File: src/rtl/lfsr_seq_ctrl.sv
// lfsr_seq_ctrl: drives an external LFSR and packs its serial output MSB-first into words,
// with valid/ready backpressure that stalls the LFSR instead of dropping bits.
module lfsr_seq_ctrl #(
  parameter int WORD_W = 8,
  parameter int CNT_W  = 16
) (
  input  logic              clk,
  input  logic              reset_n,
  input  logic              start,
  input  logic [CNT_W-1:0]  nbits,
  input  logic              reseed,
  input  logic              abort,
  output logic              lfsr_ld,
  output logic              lfsr_en,
  input  logic              lfsr_dout,
  output logic [WORD_W-1:0] word_data,
  output logic              word_valid,
  input  logic              word_ready,
  output logic              busy,
  output logic              done
);
  localparam int NW = $clog2(WORD_W + 1);
  typedef enum logic [2:0] {IDLE, LOAD, RUN, STALL, FLUSH} state_t;
  state_t            state_q, state_d;
  logic [CNT_W-1:0]  cnt_q, cnt_d;
  logic [WORD_W-1:0] pk_q, pk_d, word_q, word_d, pk_sh;
  logic [NW-1:0]     pn_q, pn_d, pn_inc;
  logic              valid_q, valid_d, done_d, ld_q, en_q, busy_q, done_q;
  logic              last, full;
  always_comb begin
    pk_sh   = {pk_q[WORD_W-2:0], lfsr_dout};
    pn_inc  = pn_q + 1'b1;
    last    = cnt_q == CNT_W'(1);
    full    = pn_inc == NW'(WORD_W);
    state_d = state_q;
    cnt_d   = cnt_q;
    pk_d    = pk_q;
    pn_d    = pn_q;
    word_d  = word_q;
    valid_d = valid_q && !word_ready;
    done_d  = 1'b0;
    if (abort && state_q != IDLE) begin
      state_d = IDLE;
      cnt_d   = '0;
      pk_d    = '0;
      pn_d    = '0;
      valid_d = 1'b0;
    end else begin
      case (state_q)
        IDLE:
          if (start && !abort) begin
            if (nbits == '0) begin
              done_d = 1'b1;
            end else begin
              cnt_d   = nbits;
              pk_d    = '0;
              pn_d    = '0;
              state_d = reseed ? LOAD : RUN;
            end
          end
        LOAD: state_d = RUN;
        RUN: begin
          cnt_d = cnt_q - 1'b1;
          if ((full || last) && !(valid_q && !word_ready)) begin
            // partial final words are left-aligned with zero LSBs
            word_d  = pk_sh << (NW'(WORD_W) - pn_inc);
            valid_d = 1'b1;
            pk_d    = '0;
            pn_d    = '0;
            state_d = last ? FLUSH : RUN;
          end else begin
            pk_d    = pk_sh;
            pn_d    = pn_inc;
            state_d = (full || last) ? STALL : RUN;
          end
        end
        STALL:
          if (word_ready) begin
            word_d  = pk_q << (NW'(WORD_W) - pn_q);
            valid_d = 1'b1;
            pk_d    = '0;
            pn_d    = '0;
            state_d = (cnt_q == '0) ? FLUSH : RUN;
          end
        FLUSH:
          if (word_ready) begin
            state_d = IDLE;
            done_d  = 1'b1;
          end
        default: state_d = IDLE;
      endcase
    end
  end
  always_ff @(posedge clk) begin
    if (!reset_n) begin
      state_q <= IDLE;
      cnt_q   <= '0;
      pk_q    <= '0;
      pn_q    <= '0;
      word_q  <= '0;
      valid_q <= 1'b0;
      ld_q    <= 1'b0;
      en_q    <= 1'b0;
      busy_q  <= 1'b0;
      done_q  <= 1'b0;
    end else begin
      state_q <= state_d;
      cnt_q   <= cnt_d;
      pk_q    <= pk_d;
      pn_q    <= pn_d;
      word_q  <= word_d;
      valid_q <= valid_d;
      ld_q    <= state_d == LOAD;
      en_q    <= state_d == LOAD || state_d == RUN;
      busy_q  <= state_d != IDLE;
      done_q  <= done_d;
    end
  end
  assign lfsr_ld    = ld_q;
  assign lfsr_en    = en_q;
  assign word_data  = word_q;
  assign word_valid = valid_q;
  assign busy       = busy_q;
  assign done       = done_q;
endmodule
File: config.mk
export PLATFORM = sky130hd
export DESIGN_NAME = lfsr_seq_ctrl
export DESIGN_NICKNAME = d
export VERILOG_FILES = /design/src/rtl/lfsr_seq_ctrl.sv
export SDC_FILE = /design/constraint.sdc
export NUM_CORES = 1
export LEC_CHECK = 0
export CAP_MARGIN = 20
export CORE_MARGIN = 3
export CORE_UTILIZATION = 43
export CTS_BUF_LIST = sky130_fd_sc_hd__clkbuf_2 sky130_fd_sc_hd__clkbuf_4 sky130_fd_sc_hd__clkbuf_8
export CTS_CLUSTER_DIAMETER = 60
export DETAILED_ROUTE_END_ITERATION = 8
export HOLD_SLACK_MARGIN = 0.05
export PLACE_DENSITY = 0.67
export SYNTH_ARGS = -nofsm -noshare
export SYNTH_HDL_FRONTEND = slang
export SYNTH_SLANG_ARGS = --single-unit
File: constraint.sdc
create_clock -name clk -period 2.25 [get_ports clk]
set_clock_uncertainty 0.05 [all_clocks]
set_input_delay 0.45 -clock clk [delete_from_list [all_inputs] [get_ports clk]]
set_output_delay 0.45 -clock clk [all_outputs]
set_load 0.01 [all_outputs]
Word level (Yosys, flattened, before mapping)
Index checks and enable logic that the tools add are counted.
- add/sub/neg operators: 4
- equal/unequal tests: 12
- shift-type cells: 2
- mux-type cells: 34
- bitwise operators: 2
- reduce and logical (&&, ||, !) cells: 21
- operators with widths (cell ; count):
    two-way mux 8 bit ; 6
    zero test 16 bit ; 2
    two-way mux 16 bit ; 2
    case mux 16 bit (2 select lines) ; 1
    two-way mux 3 bit ; 8
    case mux 8 bit (3 select lines) ; 1
    equality test 16 x 1 -> 1 bit, second input constant ; 1
    two-way mux 4 bit ; 4
    case mux 8 bit (2 select lines) ; 1
    left shift 8 x 4 -> 8 bit ; 2
    subtractor 16 x 1 -> 16 bit, second input constant ; 1
    case mux 3 bit (5 select lines) ; 1
    case mux 4 bit (3 select lines) ; 1
    equality test 3 x 2 -> 1 bit, second input constant ; 3
    nonzero test 3 bit ; 3
    inequality test 2 bit, second input constant ; 4
    AND reduction 4 bit ; 2
    subtractor 4 bit, first input constant ; 2
    equality test 3 x 1 -> 1 bit, second input constant ; 2
    two-way mux 1 bit ; 6
    adder 4 x 1 -> 4 bit, second input constant ; 1
    equality test 4 bit, second input constant ; 1
    logical AND 1 bit ; 4
    case mux 1 bit (2 select lines) ; 2
    9 further kinds ; 14
- register bits after elaboration: 44
- output and inout port bits: 13
- logic and storage cells: 85

Logic depth before layout (Yosys ltp)
- depth after elaboration: 9
- depth in mapped cells: 11

Worst setup path after synthesis
OpenSTA, ideal clock, no wires.
- path type: register to register
- from: reg pn_q[0]
- to: reg word_q[7] (netlist: word_data[7])
- setup time: 0.120 ns
- data arrival time: 2.158 ns
- slack: -0.078 ns
- stages on the path, launching flop included: 9
- buffers on the path: 2
- period minus slack after synthesis: 2.328 ns
- cells stage by stage: dfxtp_1 -> buf_2 -> inv_1 -> ha_1 -> buf_2 -> mux4_2 -> mux2_2 -> a22oi_1 -> a21oi_1
- longest elaborated chain between the ends: 6
- ends and longest elaborated chain (what ; RTL line ; source):
    start: declaration ; 27 ; logic [NW-1:0] pn_q, pn_d, pn_inc;
    start signal: assignment ; 110 ; pn_q <= pn_d;
    parallel branches: the longest is 6 deep, another holds adder 4 x 1 -> 4 bit ; - ;
    end signal: assignment ; 111 ; word_q <= word_d;
    end: declaration ; 26 ; logic [WORD_W-1:0] pk_q, pk_d, word_q, word_d, pk_sh;
Several ways; the timed one is not identified. The select of a mux whose other input is x is not followed.
A chain may end at the register's enable or synchronous reset.

Worst setup path in the final report
Same ends and word-level chain as after synthesis.

==> flow_summary.json <==
{
  "rsz0062_at_grt": "no",
  "drc": 0,
  "routedWlPerCell_um": 15.6,
  "cts_inserted_buffers": 5,
  "dp_slack_ns": -0.225,
  "finalCritPeriodShare_pct": 94.4,
  "cts_buffer_depth": 2,
  "fin_setup_tns_ns": 0,
  "rows": 29,
  "worstSetupEndpointType": "register",
  "syn-num-nets": 385,
  "combPwrFrac_pct": 31.1,
  "cts_tree": "done",
  "synth_commonest_cells": "44 x dfxtp_1, 34 x nand2_1, 30 x a21oi_1",
  "io_pins": 36,
  "stdcell_area_mm2": 0.00384,
  "p_per_area_mw_per_mm2": 563,
  "nNetsFinal": 454,
  "required_ns": 2.38,
  "finalHoldViolations": 0,
  "ys_seq_area_share_pct": 29.9,
  "netlist.area_leader.share_pct": 29.9,
  "drv_slew": 0,
  "seqPwrFrac_pct": 40.4,
  "p_int_uw": 1480,
  "routed_wl_um": 7830,
  "ff2ff_setup_slack_ns": 0.13,
  "yosysWarningCount": 0,
  "initial_core_util_pct": 45.3,
  "dieArea_mm2": 0.00787,
  "timing.fmax_ghz": 0.471,
  "cp-start-kind": "register",
  "sw_frac_of_total_pct": 31.7,
  "max_slew_margin_pct": 64.7,
  "min_from": "pn_q[1]",
  "antenna_found_initial": 0,
  "drive_above_1_share_pct": 22.3,
  "cp_max_fo": 15,
  "htreeDepth": 2,
  "peakVddDrop_mv": 0.380,
  "die_y_um": 88.7,
  "hpwlAfterDp_um": 5920,
  "grtUsageTotal_pct": 20.9,
  "drtIter0Drc": 225,
  "grt_max_degree": 21,
  "ys_async_sr_fraction_pct": 0,
  "viasPerCell": 5.83,
  "syn_area_per_cell_um2": 8.26,
  "synthCells": 356,
  "ys_types": 68,
  "min_period_ns": 2.12,
  "maxCapViolations": 0,
  "hold_depth": 1,
  "dieWidth_um": 88.7,
  "area_delta_synth_final_pct": 30.5,
  "fillers": 578,
  "reg2reg_to": "word_data[7]",
  "power_frac_clock_pct": 28.6,
  "yosysTopAreaCell": "dfxtp_1",
  "status": "completed",
  "worstSetupPathType": "reg -> reg",
  "vias": 2932,
  "netlist_area_mm2": 0.00294,
  "ys_ff_latch": 44,
  "insertion_delay_ns": 0.31,
  "setup_violations": 0,
  "p_leak_uw": 0.00144,
  "fin_ws_ns": 0.126,
  "cts_sinks": 44,
  "synth-edff-count": 0,
  "diodes": 0,
  "ys_top_cells_by_area": "dfxtp_1 30%, a21oi_1 5.1%, mux4_2 4.6%",
  "core_mm2": 0.00649,
  "synth_flop_cell": "dfxtp_1",
  "routabilityCongestion": 0.922,
  "r2r_start": "pn_q[0]",
  "yosysMostFrequentCell": "dfxtp_1",
  "grt_pass1_vias": 2739,
  "port_buffers": 35,
  "r2r_cells": 7,
  "grt_pass1_wl_um": 13000,
  "clkTransAtPathRegs_ns": 0.09,
  "hp-class": "reg -> reg",
  "dpl_cell_area_mm2": 0.00364,
  "hold_end": "pn_q[1]",
  "root_buffer": "clkbuf_8",
  "switching_power_uw": 686,
  "grt.overflow.total": 0,
  "drt_pass1_iterations": 5,
  "worst_pin_slew_ns": 0.525,
  "cp_data_arrival_time_ns": 2.25,
  "drtAntennaViolNets": 0,
  "cts_hold_buf": 0
}
-- metrics by stage --
stage          utilization (%)  power, µW  std cells  hold WS, ns
2_1_floorplan                -       1270        356        0.388
3_3_place_gp              56.1       1520        493        0.413
3_5_place_dp              56.1       1530        493        0.411
4_1_cts                   58.0       2150        501        0.437
5_1_grt                   59.1       2270        503        0.466
6_report                  59.1       2160        503        0.433
-- registers in the layout (all words and copies together), names as in the netlist --
signal and flops:
busy 1, state_q 3, lfsr_ld 1, cnt_q 16, lfsr_en 1, word_data 8
pk_q 8, pn_q 4, done 1, word_valid 1
-- final cells by class --
class                   instances  area (µm²)  share of cell area, %
clock inverters                 3        47.5                   1.24
multi-input cells             275        1940                   50.4
inverters                      13        48.8                   1.27
flip-flops and latches         44         883                   23.0
repair buffers                 86         758                   19.7
clock buffers                   5        68.8                   1.79
well taps                      77        96.3                   2.51
-- metal layers --
layer | global-route usage (%) | routed length, µm | part of all wire (%) | vias to the layer above
met5 | 0 | 0 | 0 | -
met4 | 7.01 | 134 | 1.7 | 0
met3 | 3.35 | 408 | 5.2 | 12
met2 | 30.9 | 3490 | 45 | 72
met1 | 30.8 | 3800 | 48 | 1369
li1 | - | - | - | 1479
-- kinds of logic after synthesis --
kind of cell	count (synthesis)	synth area share, %
buffers and inverters	37	6.00
adders and majority gates	6	2.55
AOI/OAI and AO/OA	121	28.7
muxes	16	8.21
and+or+nand+nor	124	22.0
xor gates and xnor gates	8	2.64
DFF	44	29.9
-- worst max path at each step --
stage | start | endpoint | slack (ns)
finish | pn_q[0] | word_data[7] | 0.13
global route | nbits[11] | cnt_q[15] | 0.002
CTS | pn_q[0] | word_data[7] | 0.005
detailed placement | nbits[14] | lfsr_ld | -0.23
global placement | nbits[14] | lfsr_ld | -0.18
floorplan | pn_q[0] | word_data[7] | 0.02
-- power groups by stage --
stage	Sequential, µW	Clock [µW]	Combinational, µW
after floorplan	888	0	380
after global placement	889	0	632
after detailed placement	890	0	641
after CTS	872	636	647
after global routing	881	658	735
final	873	618	672
-- layout by cell type (no fill, tap or decap), types with 3 or more instances in the layout --
cell type / instances
buf_4: 49
o31ai_1: 4
nor2_1: 26
xnor2_1: 5
a31oi_1: 5
nand2b_1: 3
ha_1: 4
a211oi_1: 7
nor2b_1: 3
inv_1: 13
nor3_1: 12
and2_1: 6
mux2_2: 5
clkbuf_8: 5
nand3_1: 10
nor4_1: 6
a22o_1: 9
mux4_2: 6
o21ai_1: 7
nand2_1: 34
clkdlybuf4s50_1: 35
a221oi_1: 3
a22oi_1: 4
o21ai_0: 21
a21oi_1: 29
o221ai_1: 3
nand4_1: 3
mux2i_1: 5
dfxtp_1: 42
a22oi_2: 3
-- worst max-delay path, cell delays in order (launching register included) --
cell and delay, ns:
dfxtp_2 0.36, inv_1 0.08, ha_4 0.28, buf_12 0.14, mux4_2 0.52, mux2_2 0.30
a22oi_2 0.19, a21oi_1 0.08
-- what timing repair did --
| action | 4_1_cts | 5_1_grt |
|---|---|---|
| gates resized for setup | 1 | 11 |
| setup endpoints to repair | 1 | 14 |
| setup buffers | 0 | 2 |
| pin swaps | 0 | 0 |
| hold endpoints to repair | 0 | 0 |
Note: power is estimated with default switching activity, not from simulation.
==> patch, RTL diff (same settings) <==
`word_q` no longer has a reset.
--- a/src/rtl/lfsr_seq_ctrl.sv
+++ b/src/rtl/lfsr_seq_ctrl.sv
@@ -97,7 +97,6 @@
       cnt_q   <= '0;
       pk_q    <= '0;
       pn_q    <= '0;
-      word_q  <= '0;
       valid_q <= 1'b0;
       ld_q    <= 1'b0;
       en_q    <= 1'b0;
@@ -108,13 +107,16 @@
       cnt_q   <= cnt_d;
       pk_q    <= pk_d;
       pn_q    <= pn_d;
-      word_q  <= word_d;
       valid_q <= valid_d;
       ld_q    <= state_d == LOAD;
       en_q    <= state_d == LOAD || state_d == RUN;
       busy_q  <= state_d != IDLE;
       done_q  <= done_d;
     end
+  end
+
+  always_ff @(posedge clk) begin
+    word_q <= word_d;
   end
   assign lfsr_ld    = ld_q;
   assign lfsr_en    = en_q;
Behaviour: differs if reset_n is asserted again (counterexample within 4 cycles, from zero or initial values and one cycle with reset_n low); with reset_n held inactive, the same outputs for 10 cycles.
==> patch against the unedited design <==
- combinational power shrank 18%
- total power down 11%
- fmax up 0.37%
- critical path depth did not move
- register-to-register slack gained 20 ps
- non-clock buffer count down 2
- synthesized area grew 0.77%
- cell count down 5.2%
- setup slack improved by 7.9 ps
- routed wire length decreased by 6.1%
- design area shrank 0.88%
- sequential cell count unchanged
==> patch: results (changes against the unedited design) <==
[run_status]
status=finished, final reports clean

[global_route]
met2_usage_pct=29.5  ; -1.4 points
grt_pass1_wl_um=12500  ; -4.3%
grt_max_degree=23  ; +9.5%
grt_usage_pct=19.9  ; -1.0 points
grt.met1_usage_pct=29.4  ; -1.4 points
met3_usage_pct=3.32  ; -0.034 points
grt_pass1_vias=2588  ; -5.5%

[drt]
m1WireLength_um=3690  ; -2.7%
dr.pass1.iters=4  ; -1
dr_wl_met2_um=3080  ; -12%
via_count=2773  ; -5.4%

[layout]
drive_above_1_share_pct=27.5  ; +5.2 points
nonClkBufAreaFrac_pct=19.6  ; -0.12 points
n_fill_cell=580  ; +0.35%
final-clk-cell-share_pct=2.17  ; -0.86 points
num-nets-final=428  ; -5.7%
seq-cell-share_pct=25.3  ; +2.3 points

[logic_synthesis]
netlist_top_cells_count=36 x dfxtp_1, 32 x nand2_1, 28 x nor2_1
synth_area_leaders=dfxtp_1 24%, edfxtp_1 8.1%, mux4_2 4.6%, a21oi_1 4.4%, nand2_1 4.1%
seq_area_frac_synth_pct=32.4  ; +2.5 points
synth.distinct_cells=73  ; +7.4%
synth_edf_count=8  ; +8

[place]
gp_congestion=0.860  ; -6.6%
place_area_mm2=0.00365  ; +0.17%

[power]
ir_worst_vdd_uv=258  ; -32%
leakage_nw=1.41  ; -1.8%

[setup_path]
cp_max_fo=6  ; -9
cpPeakStageDelay_ps=470  ; -50 ps
worstReg2RegEnd=word_data[5]$_DFFE_PP_
reg2reg_depth=8  ; +1

[sta]
maxSlewHeadroom_pct=66.1  ; +1.4 points

[hold_path]
worstHoldEndpoint=cnt_q[6]$_SDFFE_PP0P_

[clock_network]
cts_setup_buffers=1  ; +1

patch: cell count changes after synthesis, sizes merged, moves of 4 or more:
cell	delta
clkbuf	-4
o21ai	-15
a21oi	-4
mux2	-4
o221ai	-4
a22oi	-6
a31oi	+5
a2111oi	+4
edfxtp	+8
dfxtp	-8
inv	-4
patch: through the flow:
step | util, % | total power [W] | setup WS, ps | instances
3_3_place_gp | 55.8 | 0.00143 | -293 | 467
6_report | 58.3 | 0.00193 | 134 | 477
3_5_place_dp | 55.8 | 0.00144 | -285 | 467
4_1_cts | 57.3 | 0.00193 | 6.52 | 476
2_1_floorplan | - | 0.00123 | 44.4 | 331
5_1_grt | 58.3 | 0.00204 | -8.70 | 477
patch: logic make-up after synthesis:
logic type,synth area share [%]
simple gates,24.4
compound gates,25.5
flops,32.4
buf+inv,6.08
mux,7.64
fa+ha+maj,2.53
xor+xnor,1.44
patch: where the power goes:
part	internal, W	switching (W)	leakage, nW	total (W)
Clock	0.000212	0.000282	0.0453	0.000493
Combinational	0.000269	0.000279	0.995	0.000548
Sequential	0.000845	0.0000487	0.371	0.000893
patch: how the worst max path moves through the flow:
stage | startpoint | end | slack (ps) | cells past startpoint
after floorplan | pn_q[0]$_SDFFE_PP0P_ | word_data[7]$_DFFE_PP_ | 40 | 10
after global placement | nbits[3] | lfsr_en$_SDFF_PN0_ | -290 | 6
after detailed placement | nbits[8] | cnt_q[1]$_SDFFE_PP0P_ | -280 | 7
after CTS | cnt_q[1]$_SDFFE_PP0P_ | word_data[4]$_DFFE_PP_ | 7 | 8
after global routing | nbits[8] | cnt_q[8]$_SDFFE_PP0P_ | -9 | 7
final | nbits[3] | cnt_q[1]$_SDFFE_PP0P_ | 130 | 7
